### config.mk
export PLATFORM = sky130hd
export DESIGN_NAME = tpu_sequencer
export DESIGN_NICKNAME = d
export VERILOG_FILES = /design/src/rtl/tpu_sequencer.sv
export SDC_FILE = /design/constraint.sdc
export NUM_CORES = 1
export LEC_CHECK = 0
export BUFFER_PORTS_ARGS = -buffer_cell sky130_fd_sc_hd__buf_2
export CAP_MARGIN = 15
export CORE_UTILIZATION = 55
export CTS_BUF_LIST = sky130_fd_sc_hd__clkbuf_16
export CTS_CLUSTER_SIZE = 25
export DETAILED_ROUTE_END_ITERATION = 6
export PLACE_DENSITY_LB_ADDON = 0.15
export SKIP_CTS_REPAIR_TIMING = 1
export SLEW_MARGIN = 30
export SYNTH_ARGS = -nofsm -noshare
export SYNTH_HDL_FRONTEND = slang
export SYNTH_SLANG_ARGS = --single-unit
### constraint.sdc
create_clock -name clk -period 4.88 [get_ports clk]
set_input_delay 0.488 -clock clk [delete_from_list [all_inputs] [get_ports clk]]
set_output_delay 0.488 -clock clk [all_outputs]
set_load 0.05 [all_outputs]
### src/rtl/tpu_sequencer.sv
// tpu_sequencer: Moore FSM driving one weight-tile job (FIFO pop, reload, UB streaming, result writeback); ports: clk/rst, start+num_rows/ub_base/res_base job request, fifo_empty in, fifo/we_rl/UB/result strobes and addresses, busy, end_ out
module tpu_sequencer #(
  parameter int ADDRESSSIZE = 10,
  parameter int LATENCY = 129
) (
  input  logic                   clk,
  input  logic                   rst,
  input  logic                   start,
  input  logic [ADDRESSSIZE-1:0] num_rows,
  input  logic [ADDRESSSIZE-1:0] ub_base,
  input  logic [ADDRESSSIZE-1:0] res_base,
  input  logic                   fifo_empty,
  output logic                   fifo_read_enable,
  output logic                   we_rl,
  output logic                   ub_read_valid,
  output logic [ADDRESSSIZE-1:0] ub_address,
  output logic                   res_write_enable,
  output logic [ADDRESSSIZE-1:0] res_address,
  output logic                   busy,
  output logic                   end_
);
  localparam int TW = $clog2((1 << ADDRESSSIZE) + LATENCY);
  localparam logic [TW-1:0] LAT = TW'(LATENCY);
  typedef enum logic [2:0] {IDLE, WAIT_W, FETCH, RELOAD, STREAM, DRAIN, DONE} state_e;
  state_e state_q, state_d;
  logic [TW-1:0] t_q, t_d;
  logic [ADDRESSSIZE-1:0] n_q, n_d, ub_base_q, ub_base_d, res_base_q, res_base_d;
  logic [ADDRESSSIZE-1:0] ub_address_q, ub_address_d, res_address_q, res_address_d;
  logic fifo_read_enable_q, fifo_read_enable_d, we_rl_q, we_rl_d;
  logic ub_read_valid_q, ub_read_valid_d, res_write_enable_q, res_write_enable_d;
  logic busy_q, busy_d, end_q, end_d, run_d;
  always_comb begin
    state_d = state_q;
    t_d = t_q;
    n_d = n_q;
    ub_base_d = ub_base_q;
    res_base_d = res_base_q;
    case (state_q)
      IDLE: if (start) begin
        n_d = num_rows;
        ub_base_d = ub_base;
        res_base_d = res_base;
        state_d = num_rows != '0 ? WAIT_W : DONE;
      end
      WAIT_W: state_d = fifo_empty ? WAIT_W : FETCH;
      FETCH: state_d = RELOAD;
      RELOAD: begin
        state_d = STREAM;
        t_d = '0;
      end
      STREAM: begin
        t_d = t_q + 1'b1;
        state_d = t_q == TW'(n_q) - 1'b1 ? DRAIN : STREAM;
      end
      DRAIN: begin
        t_d = t_q + 1'b1;
        state_d = t_q == LAT + TW'(n_q) - 1'b1 ? DONE : DRAIN;
      end
      default: state_d = IDLE;
    endcase
    // Outputs are precomputed from the next state so every output is a flop.
    run_d = state_d == STREAM || state_d == DRAIN;
    ub_read_valid_d = run_d && t_d < TW'(n_d);
    res_write_enable_d = run_d && t_d >= LAT && t_d < LAT + TW'(n_d);
    ub_address_d = ub_read_valid_d ? ub_base_d + ADDRESSSIZE'(t_d) : ub_address_q;
    res_address_d = res_write_enable_d ? res_base_d + ADDRESSSIZE'(t_d - LAT) : res_address_q;
    fifo_read_enable_d = state_d == FETCH;
    we_rl_d = state_d == RELOAD;
    busy_d = state_d != IDLE;
    end_d = state_d == DONE;
  end
  always_ff @(posedge clk) begin
    if (rst) begin
      state_q <= IDLE;
      t_q <= '0;
      n_q <= '0;
      ub_base_q <= '0;
      res_base_q <= '0;
      ub_address_q <= '0;
      res_address_q <= '0;
      fifo_read_enable_q <= 1'b0;
      we_rl_q <= 1'b0;
      ub_read_valid_q <= 1'b0;
      res_write_enable_q <= 1'b0;
      busy_q <= 1'b0;
      end_q <= 1'b0;
    end else begin
      state_q <= state_d;
      t_q <= t_d;
      n_q <= n_d;
      ub_base_q <= ub_base_d;
      res_base_q <= res_base_d;
      ub_address_q <= ub_address_d;
      res_address_q <= res_address_d;
      fifo_read_enable_q <= fifo_read_enable_d;
      we_rl_q <= we_rl_d;
      ub_read_valid_q <= ub_read_valid_d;
      res_write_enable_q <= res_write_enable_d;
      busy_q <= busy_d;
      end_q <= end_d;
    end
  end
  assign fifo_read_enable = fifo_read_enable_q;
  assign we_rl = we_rl_q;
  assign ub_read_valid = ub_read_valid_q;
  assign ub_address = ub_address_q;
  assign res_write_enable = res_write_enable_q;
  assign res_address = res_address_q;
  assign busy = busy_q;
  assign end_ = end_q;
endmodule

==> impl_metrics.toml <==
[status]
status = "finished, final reports clean"

[power]
powerDensity_mw_per_mm2 = 319
power_frac_comb_pct = 25.6
pwr-share-clk_pct = 39.2
p_int_mw = 1.24
power_frac_seq_pct = 35.2
p_leak_nw = 2.62
irDropWorstVdd_uv = 168
p_sw_mw = 0.530
power_switching_share_pct = 30.0

[logic_synthesis]
synth_cell_types = 73
yosys_warnings = 0
synth_seq_cells = 70
async_reset_ff_share_pct = 0
synthTopCellsByArea = "dfxtp_1 (29%), ha_1 (13%), xnor2_1 (6.3%), mux2i_1 (5.1%), nor2_1 (4.8%)"
synth_area_mm2 = 0.00488
seq_area_frac_synth_pct = 28.7
synth-edff-count = 0
ys.flop_type = "dfxtp_1"
yosysTopAreaCell = "dfxtp_1"
postSynthCellCount = 567
synth_top_area_share_pct = 28.7
syn_nets = 654
syn_area_per_cell_um2 = 8.60

[setup_path]
reg2reg_setup_slack_ps = 500
path_cells = "nor4b_4 -> buf_4 -> mux2i_2 -> inv_1 -> ha_1 -> nand3_1 -> nand2_1 -> xor2_1 -> ha_1 -> a21o_1 -> a21o_1 -> a221o_1 -> a31oi_1 -> o211ai_2 -> mux2_4"
reg2reg_from = "state_q[1]$_SDFF_PP0_"
start_kind = "flop"
worst_path_max_delay_cell = "mux2_4"
cpPeakStageDelay_ps = 430
r2r_end = "res_address[8]$_SDFFE_PP0P_"
reg2regPathDepth = 15
arrival_ps = 4600
path_class = "flop to flop"
cp.required_ps = 5100
worstSetupStartpoint = "state_q[1]$_SDFF_PP0_"
critical_path.max_fanout = 20
cp-end-kind = "flop"

[cells_and_area]
final_cell_mix = "dfxtp_1 (70), nor2_1 (61), buf_2 (59)"
area_delta_synth_final_pct = 13.9
layout_commonest_cell = "dfxtp_1"
fin_area_mm2 = 0.00556
drive_gt1_share_pct = 18.3
fin_cells = 728
nets = 706
antenna_cells = 0

[floorplanning]
core_mm2 = 0.00838
start_util_pct = 58.2
ios = 60
row_count = 33
dieArea_mm2 = 0.00925
die_w_um = 96.2
die_h_um = 96.2

[drt]
vias = 4286
drc = 0
drtAntennaViolNets = 0
drt_iter0_markers = 331
drt-pass1-iter-count = 5
vias_per_cell = 5.89
wl_um = 11900
wl_per_cell_um = 16.3

[cts]
cts.path.max_buffers = 2
cts.htree.levels = 3
cts.sinks = 70
cts_buffers = 9
clock-root-buffer = "clkbuf_16"
clock_latency_ps = 340
cts_tree = "built"
cts.clk_slew.worst_paths_ps = 60

[place]
gp_congestion = 0.932
pre_cts_ws_ps = 421
dp.cells = 713
hpwl_um = 8760
dpl_cell_area_mm2 = 0.00524
port_buffers = 59

[worst_hold_path]
min_path_type = "input pin to flop"
whs_endpoint = "res_base_q[2]$_SDFF_PP0_"
hold_path.startpoint = "res_base[2]"
holdPathStages = 3

[timing]
setup_viol = 0
worst_slack_ps = 498
fin_skew_ps = 9.15
whs_ps = 427
fmax_mhz = 228
tightestPinTransition_ps = 898
hold_violations = 0
fin_crit_ps = 4380
grt_setup_unrepaired = "false"
relSlewSlack_pct = 39.5
fin_setup_tns_ps = 0
period_share_pct = 89.8
finalMaxSlewViolations = 0

[global_routing]
antenna_found_initial = 0
grtUsageTotal_pct = 27.4
grt_pass1_vias = 3998
grt-ovfl-total = 0
grt_max_degree = 54
grt_pass1_wl_um = 19300

[job]
drv_cap = 0
synthesized netlist by cell type (5+ instances only):
cell,count
a21o_1,7
a21oi_1,30
a31oi_1,5
and2_1,13
buf_2,10
clkbuf_1,9
dfxtp_1,70
ha_1,51
inv_1,38
mux2_2,10
mux2i_1,25
nand2_1,39
nand3_1,17
nand3b_1,5
nand4_1,6
nor2_1,62
nor2b_1,10
nor3_1,8
nor4_1,7
o21a_1,6
o21ai_0,16
xnor2_1,35
xor2_1,10
layout make-up:
cell class | count | area (um^2)
Timing Repair Buffer | 66 | 348
Fill cell | 699 | 2830
Sequential cell | 70 | 1400
Clock buffer | 9 | 225
Clock inverter | 6 | 87.6
Inverter | 40 | 150
Multi-Input combinational cell | 432 | 3210
Tap cell | 105 | 131
how the worst max path moves through the flow:
stage                                       end  slack (ps)
finish              res_address[8]$_SDFFE_PP0P_         500
global route        res_address[8]$_SDFFE_PP0P_         210
CTS                 res_address[8]$_SDFFE_PP0P_         500
detailed placement  res_address[8]$_SDFFE_PP0P_         420
global placement    res_address[8]$_SDFFE_PP0P_         630
floorplan           res_address[9]$_SDFFE_PP0P_        1130
power by group through the flow:
stage                     Sequential, mW  Combinational [mW]  Clock (mW)
after global routing               0.626               0.507       0.723
after global placement             0.634               0.436           0
final                              0.623               0.453       0.694
after CTS                          0.623               0.451       0.703
after detailed placement           0.635               0.447           0
after floorplan                    0.641               0.340           0
worst max-delay path, delay by kind of cell (launching register included):
family	cells	cell delay, ps
flops	1	400
fa+ha+maj	2	570
mux	2	850
xor+xnor	1	180
simple gates	3	510
buf+inv	2	440
compound gates	5	1280
per-stage QoR:
stage / power [mW] / util [%]
3_3_place_gp: 1.07 / 62.5
6_report: 1.77 / 66.3
3_5_place_dp: 1.08 / 62.5
2_1_floorplan: 0.981 / -
5_1_grt: 1.86 / 66.3
4_1_cts: 1.78 / 66.2
registers in the layout (all words and copies together) (netlist names), 3 cells and up:
signal,cells
res_address,10
n_q,10
res_base_q,10
state_q,3
ub_base_q,10
t_q,11
ub_address,10
kinds of logic (layout without fill, tap and decap cells):
logic type	after synthesis	count (layout)	synth area share [%]
AO/OA/AOI/OAI	100	100	14.1
buffers and inverters	65	121	5.67
multiplexers	39	39	8.64
XOR/XNOR	46	46	8.54
adder cells (fa/ha/maj)	53	53	13.9
AND/OR/NAND/NOR	194	194	20.5
flip-flops	70	70	28.7
per-layer routing:
layer | vias to the layer above | GRT usage (%) | part of all wire, %
met5 | - | 0 | 0
met1 | 1999 | 36.2 | 44
li1 | 2082 | - | -
met3 | 30 | 4.74 | 6.5
met2 | 175 | 44.4 | 47
met4 | 0 | 10.4 | 2.2
(Power assumes the default switching activity.)
